File: src/rtl/rx_mac.sv
// rx_mac: receive-side GMII MAC.
// Removes the preamble and SFD, forwards the frame body without the FCS, checks the CRC-32 and
// the frame length, and reports status for each frame. Saturating good/bad frame counters are kept.
//
// Ports
//   RX_CLK, SYS_RST_N               receive clock; asynchronous active-low reset
//   GMII_RXD/GMII_RX_DV/GMII_RX_ER  GMII receive bus (registered once on entry)
//   RX_DATA/RX_VALID/RX_LAST        frame byte stream, FCS stripped, no backpressure
//   RX_GOOD/RX_BAD                  one-cycle end-of-frame status pulses
//   RX_ERR                          [0] CRC, [1] length, [2] GMII_RX_ER seen
//   RX_LEN                          byte count after SFD including FCS
//   RX_BUSY                         receiver is inside a preamble, frame or drop
//   FRAMES_OK/FRAMES_BAD            saturating status counters
module rx_mac #(
    parameter int unsigned MIN_FRAME_LENGTH = 64,
    parameter int unsigned MAX_FRAME_LENGTH = 1518
) (
    input  logic        RX_CLK,
    input  logic        SYS_RST_N,
    input  logic [7:0]  GMII_RXD,
    input  logic        GMII_RX_DV,
    input  logic        GMII_RX_ER,
    output logic [7:0]  RX_DATA,
    output logic        RX_VALID,
    output logic        RX_LAST,
    output logic        RX_GOOD,
    output logic        RX_BAD,
    output logic [2:0]  RX_ERR,
    output logic [15:0] RX_LEN,
    output logic        RX_BUSY,
    output logic [15:0] FRAMES_OK,
    output logic [15:0] FRAMES_BAD
);

    localparam logic [31:0] CrcPoly    = 32'hEDB88320;
    localparam logic [31:0] CrcInit    = 32'hFFFFFFFF;
    localparam logic [31:0] CrcResidue = 32'hDEBB20E3;
    localparam logic [15:0] MinLen     = 16'(MIN_FRAME_LENGTH);
    localparam logic [15:0] AbortLen   = 16'(MAX_FRAME_LENGTH + 1);
    localparam logic [7:0]  Preamble   = 8'h55;
    localparam logic [7:0]  Sfd        = 8'hD5;

    typedef enum logic [1:0] {StIdle, StPreamble, StData, StDrop} state_e;

    // Reflected CRC-32 update over one byte, LSB first.
    function automatic logic [31:0] crc_byte(input logic [31:0] crc, input logic [7:0] d);
        logic [31:0] c;
        c = crc ^ {24'h000000, d};
        for (int i = 0; i < 8; i++) begin
            c = c[0] ? ((c >> 1) ^ CrcPoly) : (c >> 1);
        end
        return c;
    endfunction

    // Input stage
    logic [7:0] rxd_q;
    logic       dv_q, er_q;

    state_e          state_q, state_d;
    logic [15:0]     len_q, len_d;
    logic [31:0]     crc_q, crc_d;
    logic            er_flag_q, er_flag_d;
    // Delay line: slot 0 is the newest byte and slot 4 is the oldest. When the frame ends,
    // slots 0..3 hold the FCS.
    logic [4:0][7:0] dly_q, dly_d;

    logic [7:0]  rx_data_q, rx_data_d;
    logic        rx_valid_q, rx_valid_d;
    logic        rx_last_q, rx_last_d;
    logic        rx_good_q, rx_good_d;
    logic        rx_bad_q, rx_bad_d;
    logic [2:0]  rx_err_q, rx_err_d;
    logic [15:0] rx_len_q, rx_len_d;
    logic [15:0] frames_ok_q, frames_ok_d;
    logic [15:0] frames_bad_q, frames_bad_d;

    logic [2:0]  end_err;

    always_ff @(posedge RX_CLK or negedge SYS_RST_N) begin
        if (!SYS_RST_N) begin
            rxd_q        <= 8'h00;
            dv_q         <= 1'b0;
            er_q         <= 1'b0;
            state_q      <= StIdle;
            len_q        <= 16'h0000;
            crc_q        <= CrcInit;
            er_flag_q    <= 1'b0;
            dly_q        <= '0;
            rx_data_q    <= 8'h00;
            rx_valid_q   <= 1'b0;
            rx_last_q    <= 1'b0;
            rx_good_q    <= 1'b0;
            rx_bad_q     <= 1'b0;
            rx_err_q     <= 3'b000;
            rx_len_q     <= 16'h0000;
            frames_ok_q  <= 16'h0000;
            frames_bad_q <= 16'h0000;
        end else begin
            rxd_q        <= GMII_RXD;
            dv_q         <= GMII_RX_DV;
            er_q         <= GMII_RX_ER;
            state_q      <= state_d;
            len_q        <= len_d;
            crc_q        <= crc_d;
            er_flag_q    <= er_flag_d;
            dly_q        <= dly_d;
            rx_data_q    <= rx_data_d;
            rx_valid_q   <= rx_valid_d;
            rx_last_q    <= rx_last_d;
            rx_good_q    <= rx_good_d;
            rx_bad_q     <= rx_bad_d;
            rx_err_q     <= rx_err_d;
            rx_len_q     <= rx_len_d;
            frames_ok_q  <= frames_ok_d;
            frames_bad_q <= frames_bad_d;
        end
    end

    assign end_err = {er_flag_q, (len_q < MinLen), (crc_q != CrcResidue)};

    always_comb begin
        state_d    = state_q;
        len_d      = len_q;
        crc_d      = crc_q;
        er_flag_d  = er_flag_q;
        dly_d      = dly_q;
        rx_data_d  = rx_data_q;
        rx_valid_d = 1'b0;
        rx_last_d  = 1'b0;
        rx_good_d  = 1'b0;
        rx_bad_d   = 1'b0;
        rx_err_d   = rx_err_q;
        rx_len_d   = rx_len_q;

        unique case (state_q)
            StIdle: begin
                if (dv_q) begin
                    state_d = (rxd_q == Preamble) ? StPreamble : StDrop;
                end
            end
            StPreamble: begin
                if (!dv_q) begin
                    state_d = StIdle;
                end else if (rxd_q == Sfd) begin
                    state_d   = StData;
                    len_d     = 16'h0000;
                    crc_d     = CrcInit;
                    er_flag_d = 1'b0;
                    dly_d     = '0;
                end else if (rxd_q != Preamble) begin
                    state_d = StDrop;
                end
            end
            StData: begin
                if (len_q == AbortLen) begin
                    // Oversize frame. The abort is taken one cycle after the last counted byte
                    // so that the byte emitted by that push still goes out.
                    rx_last_d = 1'b1;
                    rx_bad_d  = 1'b1;
                    rx_err_d  = {er_flag_q, 2'b10};
                    rx_len_d  = len_q;
                    state_d   = StDrop;
                end else if (dv_q) begin
                    if (len_q >= 16'd5) begin
                        rx_valid_d = 1'b1;
                        rx_data_d  = dly_q[4];
                    end
                    dly_d = {dly_q[3:0], rxd_q};
                    len_d = len_q + 16'd1;
                    crc_d = crc_byte(crc_q, rxd_q);
                    if (er_q) begin
                        er_flag_d = 1'b1;
                    end
                end else begin
                    if (len_q >= 16'd5) begin
                        rx_valid_d = 1'b1;
                        rx_data_d  = dly_q[4];
                    end
                    rx_last_d = 1'b1;
                    rx_err_d  = end_err;
                    rx_len_d  = len_q;
                    rx_good_d = (end_err == 3'b000);
                    rx_bad_d  = (end_err != 3'b000);
                    state_d   = StIdle;
                end
            end
            StDrop: begin
                if (!dv_q) begin
                    state_d = StIdle;
                end
            end
            default: state_d = StIdle;
        endcase
    end

    always_comb begin
        frames_ok_d  = frames_ok_q;
        frames_bad_d = frames_bad_q;
        if (rx_good_d && (frames_ok_q != 16'hFFFF)) begin
            frames_ok_d = frames_ok_q + 16'd1;
        end
        if (rx_bad_d && (frames_bad_q != 16'hFFFF)) begin
            frames_bad_d = frames_bad_q + 16'd1;
        end
    end

    assign RX_DATA    = rx_data_q;
    assign RX_VALID   = rx_valid_q;
    assign RX_LAST    = rx_last_q;
    assign RX_GOOD    = rx_good_q;
    assign RX_BAD     = rx_bad_q;
    assign RX_ERR     = rx_err_q;
    assign RX_LEN     = rx_len_q;
    assign RX_BUSY    = (state_q != StIdle);
    assign FRAMES_OK  = frames_ok_q;
    assign FRAMES_BAD = frames_bad_q;

endmodule

File: config.mk
export PLATFORM = sky130hd
export DESIGN_NAME = rx_mac
export DESIGN_NICKNAME = d
export VERILOG_FILES = /design/src/rtl/rx_mac.sv
export SDC_FILE = /design/constraint.sdc
export NUM_CORES = 1
export LEC_CHECK = 0
export ABC_CLOCK_PERIOD_IN_PS = 4600
export BUFFER_PORTS_ARGS = -buffer_cell sky130_fd_sc_hd__buf_2
export CORE_MARGIN = 3
export CORE_UTILIZATION = 50
export CTS_CLUSTER_DIAMETER = 200
export DETAILED_ROUTE_END_ITERATION = 6
export GPL_TIMING_DRIVEN = 1
export PLACE_DENSITY_LB_ADDON = 0.12
export SETUP_SLACK_MARGIN = 0.4
export SYNTH_ARGS = -nofsm -noshare
export SYNTH_HDL_FRONTEND = slang
export SYNTH_SLANG_ARGS = --single-unit
File: constraint.sdc
create_clock -name RX_CLK -period 4.6 [get_ports RX_CLK]
set_input_delay 0.46 -clock RX_CLK [delete_from_list [all_inputs] [get_ports RX_CLK]]
set_output_delay 0.46 -clock RX_CLK [all_outputs]
set_load 0.05 [all_outputs]
==> summary.md, run 1 <==
| Metric | Value |
|---|---|
| Mapped Nets | ~670 |
| Via density | roughly 5.5 |
| Asr flop ratio synth | 1.000 |
| Pins Over Slew Limit | 0 |
| Synth Instances | 652 |
| Layout area overhead | 15.10% |
| # resized after CTS | 0 |
| Post-layout min period | 2.915 ns |
| Switching fraction of total power | 0.3845 |
| Final std cells w/o fill | about 920 |
| Final WS setup | 1.685 ns |
| # Post-CTS Setup Buffers | 0 |
| CTS Hold Bufs | 0 |
| Post-synthesis sequential area ratio | 0.5652 |
| R2R Setup Slk | 1.69 ns |
| Nets | 740 |
| Die Footprint | ~16000 um^2 |
| ANT nets after route | 0 |
| Internal power | 0.003641 W |
| DP Wirelength | ~10000 um |
| Routed Wire Length | 14810 um |
| Number of cells on the worst reg-to-reg path | 6 |
| Initial Utilization | 0.5201 |
| P_sw | 0.002274 W |
| Core area | between 10000 and 15000 um^2 |
| Startpoint types | flop |
| N_diodes | 0 |
| Design area | 8439 um^2 |
| Gr ovfl total | 0 |
| Drt drc | 0 |
| Clock Latency Late Sink | 0.42 ns |
| RSZ-0062 raised after global routing | no |
| First-pass GRT wire length | 24280 um |
| Max H-tree Level | 4 |
| Largest net degree at the start of global routing | between 100 and 150 |
| Clk Tree Root Cell | clkbuf_16 |
| Worst hold path type | primary input to async pin |
| Clock power share | 0.232 |
| Mapped Avg Cell Area | between 10 and 15 um^2 |
| CTS tree | built |
| Top Usage Layer GRT | met2 |
| CP required | roughly 4.9 ns |
| GR Layer Usage met1 | 0.2653 |
| Leak pwr | 3.986 nW |
| Fraction of power consumed by combinational cells | 0.399 |
| Maximum vdd drop | 427.5 uV |
| Ys Warns | 0 |
| Placed insts | about 900 |
| Placed standard-cell area | about 7900 um^2 |
| MaxCap Viol Count | 0 |
| EDFF count, synth | 0 |
| R2r startpoint | crc_q[13] |
| Worst Tran Pin Value | 1.287 ns |
| Fill count | 1160 |
| Number of global-route vias before repair | 4805 |
| Met2 GRT Util | 0.2839 |
| Design Power | between 0.005 and 0.006 W |
| PwrDens | 700.9 nW/um^2 |
| Ports | 76 |
| Met3 usage | 0.04139 |
| DR pass1 iterations | 7 |
| Post-synthesis cell area | 7332 um^2 |
| FF+latch count, synth | 164 |
| Max_slew headroom | 0.1418 |
| Worst path arrival time | 3.22 ns |
| DR iter-0 viols | 451 |
| Total negative slack | 0 ns |
| Crit. End Element | flop |
| Worst setup path class | flop to flop |
| Reg2reg end | FRAMES_BAD[1] |
| Post-synth cell types | 52 |
| Worst-path fanout max | 13 |
| Port bufs | 75 |
| # rows | 43 |
| Endpoints failing hold | 0 |
| Vias after detailed routing | 5001 |
| Clock-pin slew on the worst setup and hold paths | about 0.06 ns |
| Die Span X | 127.1 um |
| Share of cells above drive strength 1 | 0.2405 |
| Clock Path Buffers | 2 |
| Die Y | 127.1 um |
| GRT Total Usage | 0.1859 |
| DR WL/cell | 16.17 um |
| Share of power burned in registers | 0.369 |
| Outcome | complete, no violations |
| CTS Sinks | roughly 160 |
| Final GP Congestion | 0.8401 |
| Highest clock rate | roughly 340 MHz |
| CTS Buf Count | 17 |
| Top FF cell, synth | dfrtp_1 |
| Fin crit share | 0.6336 |
| Initial antenna violation count | 0 |
| Layout Skew | 0.004941 ns |
| Placement Setup Slack | between 1.5 and 2 ns |
| Setup-failing EPs final | 0 |
## power groups by stage
| stage | Clock [W] | Sequential (W) | Combinational, W |
|---|---|---|---|
| floorplan | 0 | 0.00239 | 0.00164 |
| global placement | 0 | 0.00219 | 0.00233 |
| detailed placement | 0 | 0.00220 | 0.00233 |
| CTS | 0.00140 | 0.00218 | 0.00236 |
| global route | 0.00147 | 0.00223 | 0.00257 |
| finish | 0.00137 | 0.00218 | 0.00236 |
## worst max path at each step
stage	from	endpoint	slack [ns]	cells past startpoint
finish	crc_q[13]	FRAMES_BAD[1]	1.69	6
global route	crc_q[13]	FRAMES_BAD[1]	1.53	6
CTS	crc_q[13]	FRAMES_BAD[1]	1.73	6
detailed placement	crc_q[13]	FRAMES_BAD[1]	1.74	6
global placement	len_q[9]	FRAMES_BAD[1]	1.91	8
floorplan	crc_q[31]	FRAMES_OK[1]	2.26	5
## through the flow
stage	hold slack (ns)	utilization
floorplan	0.1644	-
detailed placement	0.4584	0.5580
global placement	0.4550	0.5580
global route	0.1188	0.5987
finish	0.1271	0.5987
CTS	0.1212	0.5987
## cells in the mapped netlist (4+ instances only)
master | n | share of area
a21oi_1 | 37 | 0.025
a22o_1 | 40 | 0.048
and2_1 | 4 | 0.0034
and3_1 | 7 | 0.0060
and4_1 | 5 | 0.0060
buf_2 | 7 | 0.0048
clkbuf_1 | 19 | 0.0097
dfrtp_1 | 132 | 0.45
dfstp_2 | 32 | 0.11
ha_1 | 5 | 0.0085
inv_1 | 8 | 0.0041
mux2_2 | 12 | 0.018
nand2_1 | 73 | 0.037
nand3_1 | 16 | 0.011
nand4_1 | 10 | 0.0085
nand4b_1 | 5 | 0.0060
nor2_1 | 59 | 0.030
nor3_1 | 12 | 0.0082
nor4_1 | 9 | 0.0077
o21ai_0 | 13 | 0.0089
or3_1 | 4 | 0.0034
xnor2_1 | 63 | 0.075
xor2_1 | 43 | 0.051
## sequential cells by signal, summed over array words and instances (netlist names)
signal      flops
RX_DATA         8
state_q         2
len_q          16
RX_BAD          1
FRAMES_OK      16
RX_GOOD         1
er_q            1
dv_q            1
RX_VALID        1
rxd_q           8
er_flag_q       1
FRAMES_BAD     16
RX_LEN         16
crc_q          32
RX_ERR          3
RX_LAST         1
dly_q          40
## cell type report
class / instances / area (um^2) / share of cell area
clock inverter: 15 / 148.9 / 0.01764
tap: 180 / 225.2 / 0.02669
timing repair buffer: 80 / 419.2 / 0.04967
multi-input combinational: 451 / 3042 / 0.3604
clock buffer: 17 / 425.4 / 0.05041
inverter: 9 / 35.03 / 0.004151
sequential: 164 / 4144 / 0.4910
## layer usage
metal	up-vias	part of all wire
met5	-	0
met4	0	0.013
met3	15	0.036
met2	100	0.46
met1	2491	0.49
li1	2395	-
## kinds of logic after synthesis
| family | count (synthesis) | synth area share |
|---|---|---|
| flip-flops | 164 | 0.5652 |
| AO/OA/AOI/OAI | 101 | 0.09625 |
| AND/OR/NAND/NOR | 223 | 0.1517 |
| buffers and inverters | 37 | 0.02133 |
| adder cells (fa/ha/maj) | 5 | 0.008532 |
| XOR/XNOR | 110 | 0.1386 |
| multiplexers | 12 | 0.01843 |
## placed cells by master, fill, tap and decap left out, types with 10 or more instances in the layout
| cell type | Yosys | routed |
|---|---|---|
| nand4_1 | 10 | 10 |
| xor2_1 | 43 | 43 |
| dfstp_2 | 32 | 32 |
| nor2_1 | 59 | 58 |
| nand2_1 | 73 | 73 |
| nand3_1 | 16 | 16 |
| xnor2_1 | 63 | 63 |
| o21ai_0 | 13 | 13 |
| clkbuf_16 | 0 | 17 |
| mux2_2 | 12 | 12 |
| buf_2 | 7 | 74 |
| dfrtp_1 | 132 | 132 |
| a21oi_1 | 37 | 37 |
| a22o_1 | 40 | 40 |
| nor3_1 | 12 | 12 |
## worst max-delay path, stage by stage (launching register included)
cell	delay [ns]
dfstp_2	0.55
nor4b_1	0.40
nand4_1	0.25
or4b_4	0.62
o21ai_2	0.51
nor2_1	0.16
mux2_2	0.30
No activity file was read; power rests on OpenSTA's default activity.
==> inputs of run 2 (changes only) <==
--- a/config.mk
+++ b/config.mk
@@ -5,7 +5,7 @@
 export SDC_FILE = /design/constraint.sdc
 export NUM_CORES = 1
 export LEC_CHECK = 0
-export ABC_CLOCK_PERIOD_IN_PS = 4600
+export ABC_CLOCK_PERIOD_IN_PS = 2600
 export BUFFER_PORTS_ARGS = -buffer_cell sky130_fd_sc_hd__buf_2
 export CORE_MARGIN = 3
 export CORE_UTILIZATION = 50
==> constraint.sdc (replaced) <==
create_clock -name RX_CLK -period 2.6 [get_ports RX_CLK]
set_input_delay 0.26 -clock RX_CLK [delete_from_list [all_inputs] [get_ports RX_CLK]]
set_output_delay 0.26 -clock RX_CLK [all_outputs]
set_load 0.05 [all_outputs]
==> summary.md, run 2 (synthesized netlist as in run 1, its figures left out) <==
| Metric | Value |
|---|---|
| Internal power | 0.006805 W (+87%) |
| DR WL/cell | 16.76 um (+3.6%) |
| Vias after detailed routing | 5210 (+4.2%) |
| Largest net degree at the start of global routing | 57 (-47%) |
| Initial antenna violation count | 0 (unchanged) |
| CTS Buf Count | 17 (unchanged) |
| R2R Setup Slk | 0.16 ns (-1.53 ns) |
| Max H-tree Level | 4 (unchanged) |
| Clk Tree Root Cell | clkbuf_16 |
| Final GP Congestion | 0.8848 (+5.3%) |
| RSZ-0062 raised after global routing | yes |
| Worst setup path class | flop to flop |
| Die Span X | 127.1 um (unchanged) |
| Drt drc | 0 (unchanged) |
| Port bufs | 75 (unchanged) |
| Leak pwr | 4.304 nW (+8.0%) |
| CP peak stage delay | 0.56 ns (-0.06 ns) |
| Via density | 5.410 (-0.91%) |
| Outcome | complete, no violations |
| Clock Path Buffers | 2 (unchanged) |
| Multi-input gate area | 3249 um^2 (+6.8%) |
| FF+latch area | 4149 um^2 (+0.12%) |
| N_diodes | 0 (unchanged) |
| ANT nets after route | 0 (unchanged) |
| Worst hold path type | primary input to async pin |
| Clock Latency Late Sink | 0.43 ns (about the same) |
| P_sw | 0.004094 W (+80%) |
| Total negative slack | 0 ns (unchanged) |
| Die Y | 127.1 um (unchanged) |
| PwrDens | 1192 nW/um^2 (+70%) |
| Ports | 76 (unchanged) |
| Most flops, register | dly_q |
| Initial Utilization | 0.5201 (unchanged) |
| Core area | 14100 um^2 (unchanged) |
| Post-layout min period | 2.443 ns (-0.4714 ns) |
| Commonest cells after routing, fill and taps aside | dfrtp_1 (128), buf_2 (74), nand2_1 (70) |
| Hold WS | 0.3478 ns (+0.2207 ns) |
| Share of cells above drive strength 1 | 0.3155 (+0.07496) |
| Fill count | 1086 (-6.4%) |
| Top flop regs | dly_q x40, crc_q x32 |
| Fin crit share | 0.9397 (+0.3061) |
| Layout area overhead | 24.71% |
| Pins Over Slew Limit | 0 (unchanged) |
| Reg2reg end | FRAMES_BAD[12] |
| Routed Wire Length | 16140 um (+8.9%) |
| Crit-path cells | nand4b_1 > nor4_2 > or4b_4 > buf_12 > o21ai_4 > buf_6 > nor2_4 > mux2_2 |
| Worst Tran Pin Value | 0.6912 ns (-0.5961 ns) |
| CTS Sinks | 164 (unchanged) |
| Highest clock rate | 409.3 MHz (+19%) |
| First-pass GRT wire length | 26430 um (+8.8%) |
| Number of global-route vias before repair | 5157 (+7.3%) |
| CP required | 2.92 ns (-1.99 ns) |
| GRT Total Usage | 0.2058 (+0.01984) |
| Switching fraction of total power | 0.3757 (-0.008841) |
| Crit-path slowest cell | or4b_4 |
| Layout Skew | 0.009191 ns (+0.004249 ns) |
| Share of power burned in registers | 0.356 (-0.013) |
| Max reg flops | 40 (unchanged) |
| Clock-pin slew on the worst setup and hold paths | 0.07 ns (about the same) |
| DP Wirelength | 10660 um (+8.0%) |
| Startpoint types | flop |
| Number of cells on the worst reg-to-reg path | 8 (+2) |
| Max_slew headroom | 0.5375 (+0.3957) |
| Worst path arrival time | 2.77 ns (-0.45 ns) |
| Die Footprint | 16150 um^2 (unchanged) |
| Gr ovfl total | 0 (unchanged) |
| Fraction of power consumed by combinational cells | 0.413 (+0.014) |
| DR iter-0 viols | 427 (-5.3%) |
| Endpoints failing hold | 0 (unchanged) |
| Most common cell after layout, fill and taps aside | dfrtp_1 |
| Setup-failing EPs final | 0 (unchanged) |
| Buf/Inv on CP | 2 (+2) |
| Maximum vdd drop | 1150 uV (+170%) |
| Crit. End Element | flop |
| R2r startpoint | crc_q[26] |
| # rows | 43 (unchanged) |
| Worst-path fanout max | 6 (-7) |
| Top delay family on crit path | simple AND/OR/NAND/NOR gates |
| CTS tree | built |
| DR pass1 iterations | 4 (-3) |
| MaxCap Viol Count | 0 (unchanged) |
| Nets | 787 (+6.4%) |
| Clock power share | 0.231 (about the same) |
[run 2: metrics by stage]
stage | instance area (um^2) | total power (W) | instances | util | setup slack (ns)
final | 9144 | 0.01090 | 963 | 0.6487 | 0.1567
after global routing | 9144 | 0.01158 | 963 | 0.6487 | 0.06164
after CTS | 8965 | 0.01087 | 956 | 0.6360 | 0.1436
after detailed placement | 8030 | 0.008188 | 902 | 0.5697 | 0.03146
after global placement | 8030 | 0.008137 | 902 | 0.5697 | 0.1088
after floorplan | 7337 | 0.007129 | 652 | - | 0.2590
[run 2: what timing repair did]
item / in CTS / in global routing
setup endpoints to repair: 95 / 113
hold buffers: 11 / 0
cloned: 2 / 1
gates resized for setup: 27 / 26
buffers inserted: 9 / 6
hold endpoints to repair: 42 / 0
pin swaps: 12 / 14
[run 2: metal layers]
metal,routed length [um],vias up,part of all wire,GRT usage
li1,-,2497,-,-
met1,7505,2590,0.47,0.2942
met2,7773,112,0.48,0.3151
met3,678,11,0.042,0.05268
met4,179,0,0.011,0.05615
met5,0,-,0,0
[run 2: how the worst max path moves through the flow]
| stage | to | start | cells past startpoint | slack [ns] |
|---|---|---|---|---|
| 2_1_floorplan | FRAMES_OK[1] | crc_q[25] | 5 | 0.26 |
| 3_3_place_gp | FRAMES_OK[1] | crc_q[26] | 6 | 0.11 |
| 3_5_place_dp | FRAMES_OK[1] | crc_q[13] | 6 | 0.03 |
| 4_1_cts | FRAMES_BAD[12] | crc_q[5] | 8 | 0.14 |
| 5_1_grt | FRAMES_BAD[12] | crc_q[25] | 8 | 0.06 |
| 6_report | FRAMES_BAD[12] | crc_q[26] | 8 | 0.16 |
[run 2: final cells by class]
type | count | share of cell area
Tap cell | 180 | 0.02463
Inverter | 9 | 0.003831
Multi-Input combinational cell | 451 | 0.3554
Clock inverter | 15 | 0.01861
Timing Repair Buffer | 127 | 0.09729
Sequential cell | 164 | 0.4537
Clock buffer | 17 | 0.04652
[run 2: power groups by stage]
stage	Clock [W]	Combinational (W)	Sequential, W
after floorplan	0	0.00290	0.00423
after global placement	0	0.00426	0.00388
after detailed placement	0	0.00427	0.00392
after CTS	0.00257	0.00443	0.00388
after global routing	0.00269	0.00493	0.00396
final	0.00252	0.00450	0.00388
==> inputs of run 3 (changes only) <==
--- a/config.mk
+++ b/config.mk
@@ -5,8 +5,10 @@
 export SDC_FILE = /design/constraint.sdc
 export NUM_CORES = 1
 export LEC_CHECK = 0
+export ABC_AREA = 1
 export ABC_CLOCK_PERIOD_IN_PS = 2600
 export BUFFER_PORTS_ARGS = -buffer_cell sky130_fd_sc_hd__buf_2
+export CORE_ASPECT_RATIO = 0.8
 export CORE_MARGIN = 3
 export CORE_UTILIZATION = 50
 export CTS_CLUSTER_DIAMETER = 200
==> summary.md, run 3 <==
| Metric | Value |
|---|---|
| ANT nets after route | 0 (unchanged) |
| Port bufs | 75 (unchanged) |
| R2r startpoint | len_q[0] |
| Worst Tran Pin Value | 0.6112 ns (-0.07997 ns) |
| Fill count | 1562 (+44%) |
| EDFF count, synth | 0 (unchanged) |
| Synth Instances | 1080 (+66%) |
| Number of cells on the worst reg-to-reg path | 7 (-1) |
| GRT Total Usage | 0.2192 (+0.01349) |
| Post-synthesis cell area | 8976 um^2 (+22%) |
| RSZ-0062 raised after global routing | no |
| Post-synthesis sequential area ratio | 0.4617 (-0.1035) |
| Drt drc | 0 (unchanged) |
| Reg2reg end | RX_LEN[15] |
| CTS tree | built |
| Most common cell after layout, fill and taps aside | nand2_1 |
| Highest clock rate | 498.2 MHz (+22%) |
| CTS Sinks | 164 (unchanged) |
| Asr flop ratio synth | 1.000 (unchanged) |
| Die Span X | 155.8 um (+23%) |
| Number of global-route vias before repair | 6857 (+33%) |
| Final std cells w/o fill | 1403 (+46%) |
| Mapped Avg Cell Area | 8.311 um^2 (-26%) |
| R2R Setup Slk | 0.59 ns (+0.44 ns) |
| Initial Utilization | 0.5133 (-0.006804) |
| Post-layout min period | 2.007 ns (-0.4361 ns) |
| Ports | 76 (unchanged) |
| Most flops, register | dly_q |
| DR iter-0 viols | 504 (+18%) |
| Max reg flops | 40 (unchanged) |
| Endpoints failing hold | 0 (unchanged) |
| CP required | 2.91 ns (about the same) |
| Post-synth top cells | nand2_1 (308), dfrtp_1 (132), inv_1 (128) |
| Max_slew headroom | 0.5888 (+0.05126) |
| Nets | 1182 (+50%) |
| Placed insts | 1360 (+51%) |
| Die Footprint | 19610 um^2 (+21%) |
| Top cell type's share of synthesized area | 0.3680 (-0.08252) |
| Most common cell in the netlist | nand2_1 |
| Fin crit share | 0.7720 (-0.1677) |
| Worst hold path type | primary input to async pin |
| Commonest cells after routing, fill and taps aside | nand2_1 (307), dfrtp_1 (131), inv_1 (128) |
| Clock-pin slew on the worst setup and hold paths | 0.07 ns (about the same) |
| Ys Warns | 0 (unchanged) |
| Yosys top cell by area | dfrtp_1 |
| N_diodes | 0 (unchanged) |
| Hold WS | 0.3412 ns (-0.006566 ns) |
| Worst setup path class | flop to flop |
| Gr ovfl total | 0 (unchanged) |
| Clk Tree Root Cell | clkbuf_16 |
| Die Y | 125.8 um (-0.99%) |
| Pins Over Slew Limit | 0 (unchanged) |
| PwrDens | 1165 nW/um^2 (-2.3%) |
| FF+latch count, synth | 164 (unchanged) |
| DR pass1 iterations | 4 (unchanged) |
| Initial antenna violation count | 0 (unchanged) |
| Crit. End Element | flop |
| Clock Path Buffers | 2 (unchanged) |
| Via density | 5.108 (-5.6%) |
| Fin util | 0.5916 (-0.05705) |
| Setup-failing EPs final | 0 (unchanged) |
| Core area | 17490 um^2 (+24%) |
| Layout Skew | 0.01558 ns (+0.006385 ns) |
| Max H-tree Level | 4 (unchanged) |
| Design area | 10340 um^2 (+13%) |
| # rows | 43 (unchanged) |
| Placed standard-cell area | 9604 um^2 (+20%) |
| Top flop regs | dly_q x40, crc_q x32 |
| Startpoint types | flop |
| Maximum vdd drop | 651.0 uV (-43%) |
| DR WL/cell | 14.80 um (-12%) |
| Final GP Congestion | 0.8554 (-3.3%) |
| Routed Wire Length | 20770 um (+29%) |
| Total negative slack | 0 ns (unchanged) |
| Outcome | complete, no violations |
| Synth top area cells | dfrtp_1 (37%), nand2_1 (13%), dfstp_2 (9.4%) |
| Leak pwr | 5.101 nW (+19%) |
| Share of cells above drive strength 1 | 0.1995 (-0.1160) |
| DP Wirelength | 14350 um (+35%) |
| # Post-CTS Setup Buffers | 0 (-9) |
| Layout area overhead | 15.25% |
| First-pass GRT wire length | 34830 um (+32%) |
| MaxCap Viol Count | 0 (unchanged) |
| Worst-path fanout max | 32 (+26) |
| Top FF cell, synth | dfrtp_1 |
| Clock Latency Late Sink | 0.43 ns (about the same) |
| Worst path arrival time | 2.32 ns (-0.45 ns) |
| Mapped Nets | 1097 (+64%) |
| Largest net degree at the start of global routing | 66 (+16%) |
| Post-synth cell types | 44 (-15%) |
| Vias after detailed routing | 7166 (+38%) |
| CTS Buf Count | 17 (unchanged) |
run 3: cell types whose count changed after synthesis, moves of 21 or more:
| cell | previous run | this run |
|---|---|---|
| a22o_1 | 40 | 0 |
| inv_1 | 8 | 128 |
| nand2_1 | 73 | 308 |
| nand3_1 | 16 | 92 |
| nor2_1 | 59 | 80 |
| o22ai_2 | 0 | 40 |
| xnor2_1 | 63 | 15 |
run 3: per-layer routing:
metal | routed length (um) | track usage | up-vias | share of wire
li1 | - | - | 3614 | -
met1 | 10550 | 0.3356 | 3375 | 0.51
met4 | 191 | 0.05192 | 0 | 0.0092
met2 | 9032 | 0.3237 | 159 | 0.43
met5 | 0 | 0 | - | 0
met3 | 999 | 0.04019 | 18 | 0.048
run 3: cell type report:
cell class                 count  area [um^2]  area share
multi-input combinational    747         4114      0.3977
clock buffer                  18        429.2     0.04149
clock inverter                14        181.4     0.01754
sequential                   164         4145      0.4007
timing repair buffer         101        683.2     0.06604
inverter                     134        510.5     0.04935
tap                          225        281.5     0.02721
run 3: where the power goes:
part | internal [W] | switching, W
Clock | 0.00147 | 0.00117
Sequential | 0.00342 | 0.000492
Combinational | 0.00179 | 0.00372
Total | 0.00668 | 0.00538
run 3: worst max-delay path by stage:
stage	slack, ns	endpoint	cells past startpoint	from
2_1_floorplan	0.48	FRAMES_BAD[7]	9	FRAMES_BAD[0]
3_5_place_dp	0.39	crc_q[16]	11	len_q[0]
5_1_grt	0.42	crc_q[18]	11	len_q[0]
3_3_place_gp	0.48	crc_q[21]	11	len_q[0]
4_1_cts	0.40	crc_q[16]	11	len_q[0]
6_report	0.59	RX_LEN[15]	7	len_q[0]
run 3: timing repair:
action / CTS / global route
hold buffers: 11 / 0
cloned: 0 / 0
setup endpoints to repair: 8 / 115
endpoints found under the hold margin: 35 / 0
gates resized for setup: 1 / 7
pin swaps: 0 / 0
run 3: metrics by stage:
step                power (W)  setup slack (ns)
global placement     0.009326            0.4796
global route          0.01292            0.4183
detailed placement   0.009402            0.3900
CTS                   0.01211            0.4012
finish                0.01205            0.5928
floorplan            0.008126            0.4766
run 3: cells by family (layout without fill, tap and decap cells):
family | Yosys count | count (layout) | share of synthesized area
compound gates | 106 | 106 | 0.09660
xor+xnor | 78 | 78 | 0.07695
fa+ha+maj | 5 | 5 | 0.006970
buf+inv | 169 | 267 | 0.08140
flops | 164 | 164 | 0.4617
mux | 3 | 3 | 0.003763
simple gates | 555 | 555 | 0.2727
run 3: critical path: stages (launching register included):
cell	delay, ns
dfrtp_2	0.43
ha_2	0.26
nand3_2	0.14
nor2_2	0.17
nand3_2	0.16
nand2_2	0.12
buf_6	0.23
mux2_2	0.37
